**src/rtl/bus_generator_arbiter_pkg.sv**
```systemverilog
// rtl/bus_generator_arbiter_pkg.sv - shared types, constants and header helper for the bus arbiter
package bus_generator_arbiter_pkg;

  // Per-lane transaction phases: grant/latch, dequeue strobe, delivery strobe
  typedef enum logic [1:0] {
    ST_IDLE = 2'd0,
    ST_POP  = 2'd1,
    ST_PUSH = 2'd2
  } lane_state_t;

  // Destination ID occupies the top ID_W bits of every packet
  localparam int ID_W      = 8;
  // Widest packet the header helper accepts (callers zero-extend into it)
  localparam int MAX_PKT_W = 1024;

  // Extract the destination ID from a packet of pkt_w bits
  function automatic logic [ID_W-1:0] dest_id(input logic [MAX_PKT_W-1:0] pkt,
                                               input int                  pkt_w);
    return ID_W'(pkt >> (pkt_w - ID_W));
  endfunction

endpackage

```
**src/rtl/bus_generator_arbiter_bus_lane.sv**
```systemverilog
// rtl/bus_generator_arbiter_bus_lane.sv - one bus lane: round-robin grant, pop, decode and push
module bus_generator_arbiter_bus_lane
  import bus_generator_arbiter_pkg::*;
#(
  parameter int              drvrs     = 4,
  parameter int              pckg_sz   = 16,
  parameter logic [ID_W-1:0] broadcast = {ID_W{1'b1}}
) (
  input  logic                            clk,
  input  logic                            reset,
  input  logic [drvrs-1:0]                pndng,
  input  logic [drvrs-1:0][pckg_sz-1:0]   D_pop,
  output logic [drvrs-1:0]                pop,
  output logic [drvrs-1:0]                push,
  output logic [drvrs-1:0][pckg_sz-1:0]   D_push
);

  localparam int IDX_W = (drvrs > 1) ? $clog2(drvrs) : 1;

  lane_state_t          state_q, state_d;
  logic [IDX_W-1:0]     grant_q, grant_d;
  logic [IDX_W-1:0]     last_q, last_d;
  logic [pckg_sz-1:0]   data_q, data_d;
  logic [pckg_sz-1:0]   dpush_q, dpush_d;
  logic [drvrs-1:0]     pop_d, push_d;
  logic                 found;
  logic [IDX_W-1:0]     pick, cand_idx;
  logic [ID_W-1:0]      id;

  // Next-state logic: round-robin search, header decode and strobe generation
  always_comb begin
    state_d  = state_q;
    grant_d  = grant_q;
    last_d   = last_q;
    data_d   = data_q;
    dpush_d  = dpush_q;
    pop_d    = '0;
    push_d   = '0;
    found    = 1'b0;
    pick     = '0;
    cand_idx = '0;
    id       = dest_id(MAX_PKT_W'(data_q), pckg_sz);

    // First pending device strictly after the previous winner, wrapping around
    for (int i = 1; i <= drvrs; i++) begin
      cand_idx = IDX_W'((int'(last_q) + i) % drvrs);
      if (!found && pndng[cand_idx]) begin
        found = 1'b1;
        pick  = cand_idx;
      end
    end

    case (state_q)
      ST_IDLE: begin
        if (found) begin
          grant_d     = pick;
          data_d      = D_pop[pick];
          pop_d[pick] = 1'b1;
          state_d     = ST_POP;
        end
      end
      ST_POP: begin
        // Unicast wins over broadcast; unknown IDs yield an empty mask (drop)
        for (int d = 0; d < drvrs; d++) begin
          if (int'(id) < drvrs)
            push_d[d] = (int'(id) == d);
          else if (id == broadcast)
            push_d[d] = (d != int'(grant_q));
        end
        dpush_d = data_q;
        state_d = ST_PUSH;
      end
      ST_PUSH: begin
        last_d  = grant_q;
        state_d = ST_IDLE;
      end
      default: state_d = ST_IDLE;
    endcase
  end

  // State and registered outputs; reset aborts any in-flight packet
  always_ff @(posedge clk) begin
    if (reset) begin
      state_q <= ST_IDLE;
      grant_q <= '0;
      last_q  <= IDX_W'(drvrs - 1);
      data_q  <= '0;
      dpush_q <= '0;
      pop     <= '0;
      push    <= '0;
    end else begin
      state_q <= state_d;
      grant_q <= grant_d;
      last_q  <= last_d;
      data_q  <= data_d;
      dpush_q <= dpush_d;
      pop     <= pop_d;
      push    <= push_d;
    end
  end

  // Every device on the lane sees the same delivered packet
  always_comb begin
    for (int d = 0; d < drvrs; d++)
      D_push[d] = dpush_q;
  end

endmodule

```
**src/rtl/bus_generator_arbiter.sv**
```systemverilog
// rtl/bus_generator_arbiter.sv - multi-lane shared-bus generator and arbiter top
module bus_generator_arbiter
  import bus_generator_arbiter_pkg::*;
#(
  parameter int              bits      = 1,
  parameter int              drvrs     = 4,
  parameter int              pckg_sz   = 16,
  parameter logic [ID_W-1:0] broadcast = {ID_W{1'b1}}
) (
  input  logic                                      clk,
  input  logic                                      reset,
  input  logic [bits-1:0][drvrs-1:0]                pndng,
  input  logic [bits-1:0][drvrs-1:0][pckg_sz-1:0]   D_pop,
  output logic [bits-1:0][drvrs-1:0]                pop,
  output logic [bits-1:0][drvrs-1:0]                push,
  output logic [bits-1:0][drvrs-1:0][pckg_sz-1:0]   D_push
);

  // Lanes share nothing but the clock and reset
  for (genvar l = 0; l < bits; l++) begin : g_lane
    bus_generator_arbiter_bus_lane #(
      .drvrs     (drvrs),
      .pckg_sz   (pckg_sz),
      .broadcast (broadcast)
    ) u_lane (
      .clk    (clk),
      .reset  (reset),
      .pndng  (pndng[l]),
      .D_pop  (D_pop[l]),
      .pop    (pop[l]),
      .push   (push[l]),
      .D_push (D_push[l])
    );
  end

endmodule

```
**config.mk**
```make
export PLATFORM = sky130hd
export DESIGN_NAME = bus_generator_arbiter
export DESIGN_NICKNAME = d
export VERILOG_FILES = /design/src/rtl/bus_generator_arbiter_pkg.sv /design/src/rtl/bus_generator_arbiter_bus_lane.sv /design/src/rtl/bus_generator_arbiter.sv
export SDC_FILE = /design/constraint.sdc
export NUM_CORES = 1
export LEC_CHECK = 0
export CORE_MARGIN = 2
export CORE_UTILIZATION = 39
export CTS_CLUSTER_SIZE = 30
export DETAILED_ROUTE_END_ITERATION = 10
export MAX_ROUTING_LAYER = met4
export PLACE_DENSITY_LB_ADDON = 0.1
export RECOVER_POWER = 25
export SLEW_MARGIN = 40
export SYNTH_ARGS = -nofsm -noshare
export SYNTH_HDL_FRONTEND = slang
export SYNTH_HIERARCHICAL = 1
export SYNTH_SLANG_ARGS = --single-unit
```
**constraint.sdc**
```tcl
create_clock -name clk -period 3 [get_ports clk]
set_input_delay 0.9 -clock clk [delete_from_list [all_inputs] [get_ports clk]]
set_output_delay 0.9 -clock clk [all_outputs]
set_load 0.03 [all_outputs]
```
==> results of run 1 <==
## final timing paths
kind / startpoint / endpoint / slack (ns) / cells after the start
worst min-delay path: g_lane[0].u_lane/data_q[2]$_SDFFE_PP0P_ / g_lane[0].u_lane/dpush_q[2]$_SDFFE_PP0N_ / 0.46 / 2
worst max-delay path: pndng[0] / g_lane[0].u_lane/data_q[12]$_SDFFE_PP0P_ / 0.32 / 7
worst min register to register: g_lane[0].u_lane/data_q[2]$_SDFFE_PP0P_ / g_lane[0].u_lane/dpush_q[2]$_SDFFE_PP0N_ / 0.46 / 2
worst max register to register: g_lane[0].u_lane/last_q[1]$_SDFFE_PP1N_ / g_lane[0].u_lane/data_q[11]$_SDFFE_PP0P_ / 0.88 / 6
## routing by layer
metal / vias up / wire (um)
met1: 1118 / 3050
met5: - / 0
met3: 7 / 462
met2: 112 / 3320
li1: 1222 / -
met4: 0 / 57
## cells by family after synthesis
kind of cell           after synthesis  synth area share [%]
AND/OR/NAND/NOR                    102                  17.2
AO/OA/AOI/OAI                       79                  21.7
buffers and inverters               67                  17.7
flip-flops                          46                  35.6
multiplexers                        18                  7.75
## through the flow
| step | instances | setup WS (ns) | power (mW) | cell area [sq um] |
|---|---|---|---|---|
| 2_1_floorplan | 312 | 0.511 | 1.09 | 2580 |
| 3_3_place_gp | 476 | 0.0689 | 1.29 | 3740 |
| 3_5_place_dp | 476 | 0.0228 | 1.30 | 3740 |
| 4_1_cts | 484 | 0.339 | 1.67 | 3830 |
| 5_1_grt | 484 | 0.229 | 1.74 | 3820 |
| 6_report | 484 | 0.324 | 1.66 | 3820 |
## worst min-delay path, stage by stage (launching register included)
cell,delay (ns)
dfxtp_1,0.32
nand2_1,0.05
a21oi_1,0.05
## sequential cells by signal, indices dropped and copies added (netlist names)
| register | count |
|---|---|
| g_lane.u_lane/pop | 4 |
| g_lane.u_lane/state_q | 2 |
| g_lane.u_lane/grant_q | 2 |
| g_lane.u_lane/data_q | 16 |
| g_lane.u_lane/dpush_q | 16 |
| g_lane.u_lane/last_q | 2 |
| g_lane.u_lane/push | 4 |
## power groups by stage
stage	registers (mW)	logic (mW)	clock network, mW
final	0.719	0.567	0.369
after global routing	0.728	0.608	0.404
after CTS	0.719	0.573	0.382
after detailed placement	0.733	0.570	0
after global placement	0.731	0.563	0
after floorplan	0.744	0.344	0
## cell type report
| type | instances | area [sq um] | share of cell area, % |
|---|---|---|---|
| multi-input combinational | 199 | 1210 | 31.7 |
| tap | 77 | 96.3 | 2.52 |
| clock inverter | 2 | 13.8 | 0.360 |
| timing repair buffer | 152 | 1500 | 39.2 |
| clock buffer | 6 | 72.6 | 1.90 |
| sequential | 46 | 921 | 24.1 |
| inverter | 2 | 7.51 | 0.196 |
## layout by cell type, fill, tap and decap left out, types with 8 or more instances in the layout
cell type	count
a22oi_1	12
nand2_1	46
a221oi_1	8
clkdlybuf4s50_1	135
buf_4	8
dfxtp_1	46
a211oi_1	14
nor2_1	30
a21oi_1	30
mux2_1	9
==> impl_metrics.tcl, run 1 <==
set metrics [dict create \
    outcome "completed" \
    grt_pass1_wl_um 10700 \
    drcViolationCount 0 \
    design.die.area_sq_mm 0.00729 \
    viasPerCell 5.08 \
    slew_headroom_pct 25.4 \
    n_antenna_cell 0 \
    required_ns 3.22 \
    comb_power_share_pct 34.2 \
    clkPwrFrac_pct 22.3 \
    synth_top_area_cell "dfxtp_1" \
    clock_sinks 46 \
    max_freq_mhz 374 \
    dr.pass1.iters 4 \
    initial_core_util_pct 40.5 \
    dieWidth_um 85.4 \
    holdWs_ns 0.465 \
    ir_drop_mv 0.196 \
    cts-resized-gates 0 \
    critPathMaxFanout 10 \
    num-fill-cells 605 \
    rsz0062_at_grt "no" \
    p_sw_mw 0.553 \
    synth_most_common_cell "buf_4" \
    maxSlewViolCount 0 \
    max_stage_delay_ns 0.63 \
    grt_max_degree 26 \
    met2_usage_pct 31.0 \
    root_buffer "clkbuf_8" \
    wl_per_cell_um 14.2 \
    routed_wl_um 6900 \
    grt_overflow 0 \
    finalSetupViolCount 0 \
    grt.total_usage_pct 18.7 \
    internal_power_mw 1.10 \
    synthFlopType "dfxtp_1" \
    postCtsHoldBufs 0 \
    seqPwrFrac_pct 43.4 \
    busiest_layer "met2" \
    cts.htree.levels 2 \
    hpwl_um 5350 \
    fin_crit_sh_pct 89.2 \
    postSynth.asyncResetShare_pct 0 \
    grt_pass1_vias 2238 \
    crit_path_top_delay_cell "nor2b_1" \
    synth_nets 382 \
    synth_edf_count 0 \
    hold_viol 0 \
    ys_ff_latch 46 \
    fp-row-count 29 \
    cts_buffers 5 \
    chipHeight_um 85.4 \
    cp-start-kind "input pin" \
    antenna_found_initial 0 \
    post-route-util_pct 59.9 \
    route.vias.total 2459 \
    use_met3_pct 3.02 \
    place.gp.congestion 0.791 \
    netlist_instances 312 \
    p_per_area_mw_per_mm2 433 \
    syn_area_sq_mm 0.00258 \
    path_class "input pin to flip-flop" \
    post_cts_buffers 0 \
    grt_use_met1_pct 23.5 \
    io_buffers 141 \
    clk_latency_ns 0.30 \
    clkTransAtPathRegs_ns 0.08 \
    sw_frac_of_total_pct 33.4 \
    syn_area_per_cell_sq_um 8.28 \
    fin_skew_ns 0.00601 \
    clock_path_buffers 2 \
    ys_top_cells_by_count "buf_4 (48), dfxtp_1 (46), nand2_1 (46)" \
    finalNetCount 476 \
    drt_iter0_drc 146 \
    holdCritPathClass "flip-flop to flip-flop" \
    cp-end-kind "flip-flop" \
    synthTopCellsByArea "dfxtp_1 (36%), buf_4 (14%), nand2_1 (6.7%)" \
    area_growth_pct 47.9 \
    path_buf_inv 2 \
    yosysWarnings 6 \
    crit_family "simple AND/OR/NAND/NOR gates" \
    worst_slew_pin_slew_ns 1.12 \
    p_leak_nw 1.39 \
    maxCapViolCount 0 \
    final.setup.tns_ns 0 \
    cts_tree "yes" \
    synth.distinct_cells 34 \
    io_pins 142 \
    synth-seq-area-share_pct 35.6 \
    core-area_sq_mm 0.00639 \
    synth_top_area_share_pct 35.6 \
    ant_nets 0 \
    period_needed_ns 2.68 \
    worstPathArrival_ns 2.90 \
    crit_chain "clkdlybuf4s50_1 > buf_4 > nor3_1 > a221oi_1 > nor2b_1 > a22oi_1 > a211oi_2" \
    layout-drive-gt1-share_pct 7.86 \
]
No activity file was read; power rests on OpenSTA's default activity.
==> inputs of run 2 (changes only) <==
--- a/config.mk
+++ b/config.mk
@@ -5,6 +5,7 @@
 export SDC_FILE = /design/constraint.sdc
 export NUM_CORES = 1
 export LEC_CHECK = 0
+export CORE_ASPECT_RATIO = 1.2
 export CORE_MARGIN = 2
 export CORE_UTILIZATION = 39
 export CTS_CLUSTER_SIZE = 30
==> impl_metrics.tcl, run 2 (synthesis gave the netlist of run 1 again) <==
set metrics [dict create \
    ant_nets 0 \
    maxSlewViolCount 0 \
    dr.pass1.iters 4 \
    fin_cells 493 \
    hold_viol 0 \
    cts_buffers 5 \
    crit_chain "clkdlybuf4s50_1 > o21a_4 > a211oi_4 > buf_12 > mux2_2 > a22oi_1 > a211oi_1" \
    p_total_mw 1.65 \
    grt_max_degree 42 \
    place.gp.congestion 0.851 \
    clock_path_buffers 2 \
    final.setup.tns_ns 0 \
    fin_crit_sh_pct 85.6 \
    cts_tree "yes" \
    crit_path_top_delay_cell "clkdlybuf4s50_1" \
    final_common_cell "clkdlybuf4s50_1" \
    fp-row-count 32 \
    required_ns 3.15 \
    wl_per_cell_um 13.2 \
    drcViolationCount 0 \
    postCtsHoldBufs 0 \
    final_cell_mix "clkdlybuf4s50_1 (134), nand2_1 (46), dfxtp_1 (46), nor2_1 (30), a21oi_1 (30)" \
    holdCritPathClass "flip-flop to flip-flop" \
    holdWs_ns 0.455 \
    fin_ws_ns 0.433 \
    worst_slew_pin_slew_ns 0.845 \
    clock_sinks 46 \
    routed_wl_um 6490 \
    ir_drop_mv 0.192 \
    rsz0062_at_grt "no" \
    finalSetupViolCount 0 \
    clk_latency_ns 0.29 \
    max_stage_delay_ns 0.48 \
    post_cts_buffers 0 \
    dieWidth_um 78.3 \
    area_growth_pct 48.8 \
    route.vias.total 2425 \
    path_class "input pin to flip-flop" \
    grt_pass1_wl_um 10900 \
    hpwl_um 5130 \
    top_regs "g_lane.u_lane/data_q: 16 flops, g_lane.u_lane/dpush_q: 16 flops" \
    layout-drive-gt1-share_pct 8.58 \
    grt_overflow 0 \
    io_pins 142 \
    viasPerCell 4.92 \
    antenna_found_initial 0 \
    root_buffer "clkbuf_8" \
    slew_headroom_pct 43.6 \
    period_needed_ns 2.57 \
    drt_iter0_drc 175 \
    core-area_sq_mm 0.00641 \
    max_freq_mhz 390 \
    clkTransAtPathRegs_ns 0.08 \
    cts-resized-gates 0 \
    initial_core_util_pct 40.3 \
    n_antenna_cell 0 \
    outcome "completed" \
    critPathMaxFanout 11 \
    cp-start-kind "input pin" \
    placedCellCount 485 \
    post-place-ws_ns 0.122 \
    maxCapViolCount 0 \
    grt_pass1_vias 2286 \
    cts.htree.levels 2 \
    io_buffers 141 \
    p_leak_nw 1.41 \
    design.die.area_sq_mm 0.00729 \
    finalNetCount 477 \
    worstPathArrival_ns 2.71 \
    fin_skew_ns 0.00492 \
    p_per_area_mw_per_mm2 429 \
    chipHeight_um 93.2 \
    grt.total_usage_pct 19.1 \
    cp-end-kind "flip-flop" \
]
## run 2: per-stage QoR
| stage | instance area, sq um | utilization (%) |
|---|---|---|
| 2_1_floorplan | 2580 | - |
| 3_3_place_gp | 3750 | 58.6 |
| 3_5_place_dp | 3760 | 58.7 |
| 4_1_cts | 3840 | 60.0 |
| 5_1_grt | 3840 | 60.0 |
| 6_report | 3840 | 60.0 |
## run 2: worst max-delay path, delay by kind of cell
kind | cells | cell delay, ns
compound gates | 4 | 0.81
buf+inv | 2 | 0.66
mux | 1 | 0.34
## run 2: metal layers
metal / track usage [%] / vias to the layer above / part of all wire [%]
li1: - / 1228 / -
met1: 24.1 / 1090 / 44
met2: 31.7 / 99 / 49
met3: 3.19 / 8 / 5.5
met4: 5.70 / 0 / 1.5
met5: - / - / 0
## run 2: final cells by class
cell class / instances / area [sq um]
inverter: 2 / 7.51
timing repair buffer: 153 / 1510
multi-input combinational: 199 / 1210
clock buffer: 6 / 72.6
tap: 85 / 106
fill: 591 / 2560
clock inverter: 2 / 13.8
sequential: 46 / 921
## run 2: worst paths after layout
path,startpoint,cells after the start,to,slack (ns)
worst max-delay path,pndng[1],7,g_lane[0].u_lane/data_q[14]$_SDFFE_PP0P_,0.43
worst min register to register,g_lane[0].u_lane/data_q[2]$_SDFFE_PP0P_,2,g_lane[0].u_lane/dpush_q[2]$_SDFFE_PP0N_,0.45
worst max register to register,g_lane[0].u_lane/last_q[1]$_SDFFE_PP1N_,6,g_lane[0].u_lane/data_q[14]$_SDFFE_PP0P_,0.98
worst min-delay path,g_lane[0].u_lane/data_q[2]$_SDFFE_PP0P_,2,g_lane[0].u_lane/dpush_q[2]$_SDFFE_PP0N_,0.45
## run 2: power by group
part / internal (mW) / switching (mW) / leakage, nW / total (mW)
clock: 0.164 / 0.200 / 0.0452 / 0.365
sequential: 0.663 / 0.0545 / 0.377 / 0.717
combinational: 0.281 / 0.287 / 0.986 / 0.568
==> inputs of run 3 (changes only) <==
--- a/config.mk
+++ b/config.mk
@@ -10,6 +10,7 @@
 export CORE_UTILIZATION = 39
 export CTS_CLUSTER_SIZE = 30
 export DETAILED_ROUTE_END_ITERATION = 10
+export GPL_ROUTABILITY_DRIVEN = 0
 export MAX_ROUTING_LAYER = met4
 export PLACE_DENSITY_LB_ADDON = 0.1
 export RECOVER_POWER = 25
==> results of run 3 <==
Same layout as run 2: the final DEF is identical, and so are final timing and power.
